===== src/rtl/irq_sync_ctrl.sv =====
// Interrupt front-end: synchronizes external lines, latches edge/level events as pending
// bits, masks them and drives a registered request vector; optional glitch filter under IRQ_FILTER_EN.
module irq_sync_ctrl #(
    parameter int                N_IRQ       = 8,
    parameter logic [31:0]       BASE_ADDR   = 32'hFFFF_FF00,
    parameter logic [N_IRQ-1:0]  EDGE_MASK   = {N_IRQ{1'b1}},
    parameter int                FILT_CYCLES = 4
) (
    input  logic             ph1,
    input  logic             reset_b,
    input  logic [N_IRQ-1:0] irq_in,
    input  logic             memwrite,
    input  logic [31:0]      dataadr,
    input  logic [31:0]      writedata,
    input  logic             memread,
    output logic [31:0]      readdata,
    output logic [N_IRQ-1:0] irq_out
);

    logic [N_IRQ-1:0] sync1_q, sync2_q, prev_q;
    logic [N_IRQ-1:0] pending_q, pending_d;
    logic [N_IRQ-1:0] mask_q, mask_d;
    logic [N_IRQ-1:0] irq_out_q;
    logic [31:0]      readdata_q, readdata_d;
    logic [1:0]       arm_cnt_q, arm_cnt_d;
    logic [N_IRQ-1:0] lvl, set, clr;
    logic             hit, wr, armed;
    logic [1:0]       offset;
    logic             unused_bits;

`ifdef IRQ_FILTER_EN
    localparam int               CW        = $clog2(FILT_CYCLES + 1);
    localparam logic [CW-1:0]    FILT_LAST = CW'(FILT_CYCLES - 1);
    logic [N_IRQ-1:0]          filt_q;
    logic [N_IRQ-1:0][CW-1:0]  cnt_q;

    // filt flips only after FILT_CYCLES consecutive disagreeing samples of sync2
    always_ff @(posedge ph1 or negedge reset_b) begin
        if (!reset_b) begin
            filt_q <= '0;
            cnt_q  <= '0;
        end else begin
            for (int i = 0; i < N_IRQ; i++) begin
                if (sync2_q[i] == filt_q[i]) begin
                    cnt_q[i] <= '0;
                end else if (cnt_q[i] == FILT_LAST) begin
                    cnt_q[i]  <= '0;
                    filt_q[i] <= ~filt_q[i];
                end else begin
                    cnt_q[i] <= cnt_q[i] + CW'(1);
                end
            end
        end
    end

    assign lvl = filt_q;
`else
    localparam int unused_filt_cycles = FILT_CYCLES;
    assign lvl = sync2_q;
`endif

    // Bus: memwrite/memread are single-cycle strobes sampled on posedge ph1 with
    // dataadr/writedata; readdata answers a sampled read on the following cycle, 0 otherwise.
    assign hit    = (dataadr[31:4] == BASE_ADDR[31:4]);
    assign offset = dataadr[3:2];
    assign wr     = memwrite & hit;
    assign armed  = (arm_cnt_q == 2'd3);
    assign unused_bits = ^{dataadr[1:0], writedata};

    always_comb begin
        clr        = '0;
        mask_d     = mask_q;
        set        = '0;
        readdata_d = '0;
        arm_cnt_d  = armed ? arm_cnt_q : arm_cnt_q + 2'd1;
        if (wr && offset == 2'd1) mask_d = writedata[N_IRQ-1:0];
        if (wr && offset == 2'd2) clr    = writedata[N_IRQ-1:0];
        if (armed) set = (EDGE_MASK & lvl & ~prev_q) | (~EDGE_MASK & lvl);
        // set wins over a same-cycle clear so no event is lost
        pending_d = set | (pending_q & ~clr);
        if (memread && hit) begin
            case (offset)
                2'd0:    readdata_d = 32'(pending_q);
                2'd1:    readdata_d = 32'(mask_q);
                2'd2:    readdata_d = '0;
                default: readdata_d = 32'(lvl);
            endcase
        end
    end

    always_ff @(posedge ph1 or negedge reset_b) begin
        if (!reset_b) begin
            sync1_q    <= '0;
            sync2_q    <= '0;
            prev_q     <= '0;
            pending_q  <= '0;
            mask_q     <= '0;
            irq_out_q  <= '0;
            readdata_q <= '0;
            arm_cnt_q  <= '0;
        end else begin
            sync1_q    <= irq_in;
            sync2_q    <= sync1_q;
            prev_q     <= lvl;
            pending_q  <= pending_d;
            mask_q     <= mask_d;
            irq_out_q  <= pending_q & mask_q;
            readdata_q <= readdata_d;
            arm_cnt_q  <= arm_cnt_d;
        end
    end

    assign irq_out  = irq_out_q;
    assign readdata = readdata_q;

endmodule

===== config.mk =====
export PLATFORM = sky130hd
export DESIGN_NAME = irq_sync_ctrl
export DESIGN_NICKNAME = d
export VERILOG_FILES = /design/src/rtl/irq_sync_ctrl.sv
export SDC_FILE = /design/constraint.sdc
export NUM_CORES = 1
export LEC_CHECK = 0
export ABC_AREA = 1
export CELL_PAD_IN_SITES_DETAIL_PLACEMENT = 1
export CELL_PAD_IN_SITES_GLOBAL_PLACEMENT = 1
export CORE_MARGIN = 10
export CORE_UTILIZATION = 33
export CTS_BUF_LIST = sky130_fd_sc_hd__clkbuf_2 sky130_fd_sc_hd__clkbuf_4 sky130_fd_sc_hd__clkbuf_8
export CTS_CLUSTER_SIZE = 25
export DETAILED_ROUTE_END_ITERATION = 12
export HOLD_SLACK_MARGIN = 0.02
export PLACE_DENSITY = 0.93
export SETUP_SLACK_MARGIN = 0.2
export SYNTH_ARGS = -nofsm -noshare
export SYNTH_HDL_FRONTEND = slang
export SYNTH_SLANG_ARGS = --single-unit

===== constraint.sdc =====
create_clock -name ph1 -period 3.8 [get_ports ph1]
set_input_delay 0.95 -clock ph1 [delete_from_list [all_inputs] [get_ports ph1]]
set_output_delay 0.95 -clock ph1 [all_outputs]
set_load 0.1 [all_outputs]

==> results.md <==
Run status:
- The run finished with clean final reports.

Cells and area:
- The combined area of the multi-input logic cells is just over 700 um2.
- For this run, the post-layout net count is about 380.
- In the layout the commonest cells are nand2_1 (74), clkdlybuf4s50_1 (64), dfrtp_1 (58), inv_1 (25), conb_1 (24).
- Counting the fill cells in the layout gives 808.
- The footprint of the flip-flops and latches is about 1500 um2.
- The layout cell share with drive strength beyond 1 is between 10% and 20%.
- The final cell count without fillers is 408.
- The commonest non-fill, non-tap cell in the layout is nand2_1.
- The area overhead of the layout relative to synthesis is 37.3%.
- The final design instance area without fill is 3270 um2.
- The diode insertion count for antenna repair is 0.

STA:
- At the pin with the least slew margin, the transition time is slightly above 1 ns.
- Across the routed clock network, the largest skew measured is around 0.0074 ns.
- After layout, the worst path uses roughly three quarters of the clock period.
- Setup repair after global routing left no endpoint under its margin.
- The final count of negative-setup-slack endpoints is 0.
- The max-slew violation count is 0.
- Static timing analysis puts the maximum clock frequency at between 300 and 400 MHz.
- Measured against its own limit, the worst slew margin works out to a little under a third.
- The setup TNS after final layout is 0 ns.
- The hold violation count in the final report is 0.
- The shortest period the worst path allows is between 2 and 3 ns.

Logic synthesis:
- Of all flip-flops after synthesis, the portion carrying an async set or reset was 100%.
- The synthesized area is 2380 um2.
- Synthesis produced about 230 cells.
- Yosys printed 0 warnings.
- For this run, the register share of the synthesized area comes to between 60% and 70%.
- In the synthesized netlist the dominant register cell turns out to be dfrtp_1.
- The synthesized netlist contains 21 unique library cells.
- The synthesized area per cell is 10.2 um2.
- The count of state elements after synthesis is just under 60.
- Yosys mapped a number of flops with a built-in enable equal to 0.

Place:
- The instance area after placement is 3040 um2.
- After detailed placement, the design holds a cell count of roughly 390.
- The number of port buffers is 65.
- The placed wire-length estimate after detailed placement is around 5000 um.
- The routability-driven placement congestion ratio is roughly 0.76.

Power:
- The share of total power dissipated in sequential elements is 43.2%.
- The clock share of power is approximately 44%.
- The internal portion of total power is around 1100 uW.
- Net switching is 27.4% of the power.
- The worst supply voltage drop on vdd is approximately 0.18 mV.
- The standby leakage power is 0.00158 uW.
- The share of total power in combinational logic is a little over an eighth.
- In this run the power spent charging and discharging nets is slightly above 400 uW.
- The power density relative to cell area is 450 nW/um2.

GRT:
- The initial antenna violation count was 0.
- The leftover overflow at the end of global routing is 0.
- The all-layer global routing usage is 12.8%.
- Entering global routing, the biggest net connects between 40 and 50 pins.
- The first global-routing pass estimated between 10000 and 15000 um of wire.
- The number of global-route vias before repair is approximately 2200.

Clock network:
- Post-CTS repair changed the size of 0 cells.
- At the later pin of the worst-skew pair, clock insertion delay measures approximately 0.34 ns.
- The TritonCTS sink count is 58.
- After clock tree synthesis, the setup repair step added 0 buffers.
- The number of CTS-inserted buffers is 9.
- The cell sitting at the root of the clock tree is a clkbuf_8.
- The maximum clock insertion buffer count is 2.
- TritonCTS built the clock tree.
- For this design, the CTS-stage hold fixing added 0 buffers.
- The clock-pin slew of the registers on the worst-case setup and hold paths is around 0.07 ns.
- The total number of H-tree levels is 3.

Detailed routing:
- After detailed routing, the number of remaining DRC violations is 0.
- After detailed routing, the number of vias per cell comes to 4.39.
- The total detailed-routing wirelength is between 6000 and 7000 um.
- The detail route stage leaves a number of antenna-violating nets equal to 0.
- After detailed routing, the average wire length per cell comes to 16.7 um.
- Across all layers, the routed design uses about 1800 vias.
- The first-pass detailed-route iteration total is 4.
- After the first detailed-routing iteration, the DRC count stood at 77.

Floorplanning:
- approximately 120 I/O pins were placed.
- The initial standard-cell utilization of the core is ~34%.
- The die covers 11000 um2.
- The area of the core region is about 6900 um2.
- The height of the die is 105 um.
- The die span in x is 105 um.
- The floorplan has 30 rows.

Worst setup path:
- In this run the worst path has a maximum fanout of 1.
- The cell at the slowest stage of the critical path is clkdlybuf4s50_1.
- The data required time of the critical path is 2.85 ns.
- In this design, the stage delay of the slowest critical-path cell is 1.16 ns.
- The dominant delay contributor by cell family on the critical path is buffers and inverters.
- The category of the worst setup path capture point is an output port.
- Walking the worst path, the cells encountered are clkdlybuf4s50_1.
- The kind of launch point of the worst setup path is a flop.
- The kind of critical path is reg2out.
- Data on the critical path arrives at its endpoint at approximately 1.9 ns.
- The number of buffers and inverters on the critical path is 1.

Min path:
- The min-delay analysis places its worst path in the category reg2reg.

Flow run:
- The max-capacitance violation count is 0.
-- final cells by class --
cell class / count / share of cell area, %
clock inverter: 6 / 2.75
clock buffer: 10 / 4.21
multi-input combinational: 147 / 22.1
inverter: 25 / 2.87
timing repair buffer: 66 / 20.0
sequential: 58 / 44.4
tap: 96 / 3.67
-- sequential cells by signal, summed over array words and instances, names as in the netlist --
register,cells
arm_cnt_q,2
irq_out,8
lvl,8
mask_q,8
pending_q,8
prev_q,8
readdata,8
sync1_q,8
-- worst paths after layout --
check / start / to / slack [ns] / cells after the start
worst max-delay path: readdata[5] / readdata[5] / 1.0 / 1
worst min-delay path: sync1_q[0] / lvl[0] / 0.35 / 0
worst max register to register: arm_cnt_q[0] / arm_cnt_q[1] / 2.44 / 2
worst min register to register: sync1_q[0] / lvl[0] / 0.35 / 0
max in group asynchronous: reset_b / irq_out[5] / 2.27 / 2
min in group asynchronous: reset_b / readdata[1] / 0.78 / 1
-- power groups by stage --
stage	Clock (uW)	Combinational, uW	Sequential (uW)
CTS	657	196	636
finish	641	196	636
global placement	0	191	647
detailed placement	0	195	648
global route	692	207	637
floorplan	0	142	645
-- metal layers --
layer	up-vias	GRT usage, %	routed length (um)
li1	835	-	-
met1	880	13.5	2610
met2	66	22.3	3680
met3	11	4.24	383
met4	0	6.18	120
met5	-	0	0
-- cells by family (layout without fill, tap and decap cells) --
kind of cell    count (synthesis)  in the layout  synth area share (%)
simple gates                  104            104                  20.2
flops                          58             58                  60.9
buf+inv                        52            107                  12.3
compound gates                 16             16                  5.04
fa+ha+maj                       1              1                 0.525
other cells                     1             24                 0.157
xor+xnor                        1              1                 0.368
mux                             1              1                 0.473
-- synth_stat cells (8+ instances only) --
master / count / area [um2]
buf_4: 24 / 180
nor2_1: 9 / 33.8
a31oi_1: 8 / 50.1
nand4_1: 8 / 50.1
o21ai_2: 8 / 70.1
dfrtp_1: 58 / 1450
nand2_1: 74 / 278
inv_1: 25 / 93.8
nand3b_1: 8 / 60.1
-- per-stage QoR --
step | power [uW] | hold WS, ns | util, % | setup WS, ns
5_1_grt | 1540 | 0.356 | 47.4 | 0.943
3_3_place_gp | 837 | 0.334 | 44.1 | 1.19
2_1_floorplan | 788 | 0.331 | - | 1.86
3_5_place_dp | 843 | 0.336 | 44.1 | 1.09
6_report | 1470 | 0.348 | 47.4 | 0.999
4_1_cts | 1490 | 0.354 | 47.4 | 0.972
No activity file was read; power rests on OpenSTA's default activity.
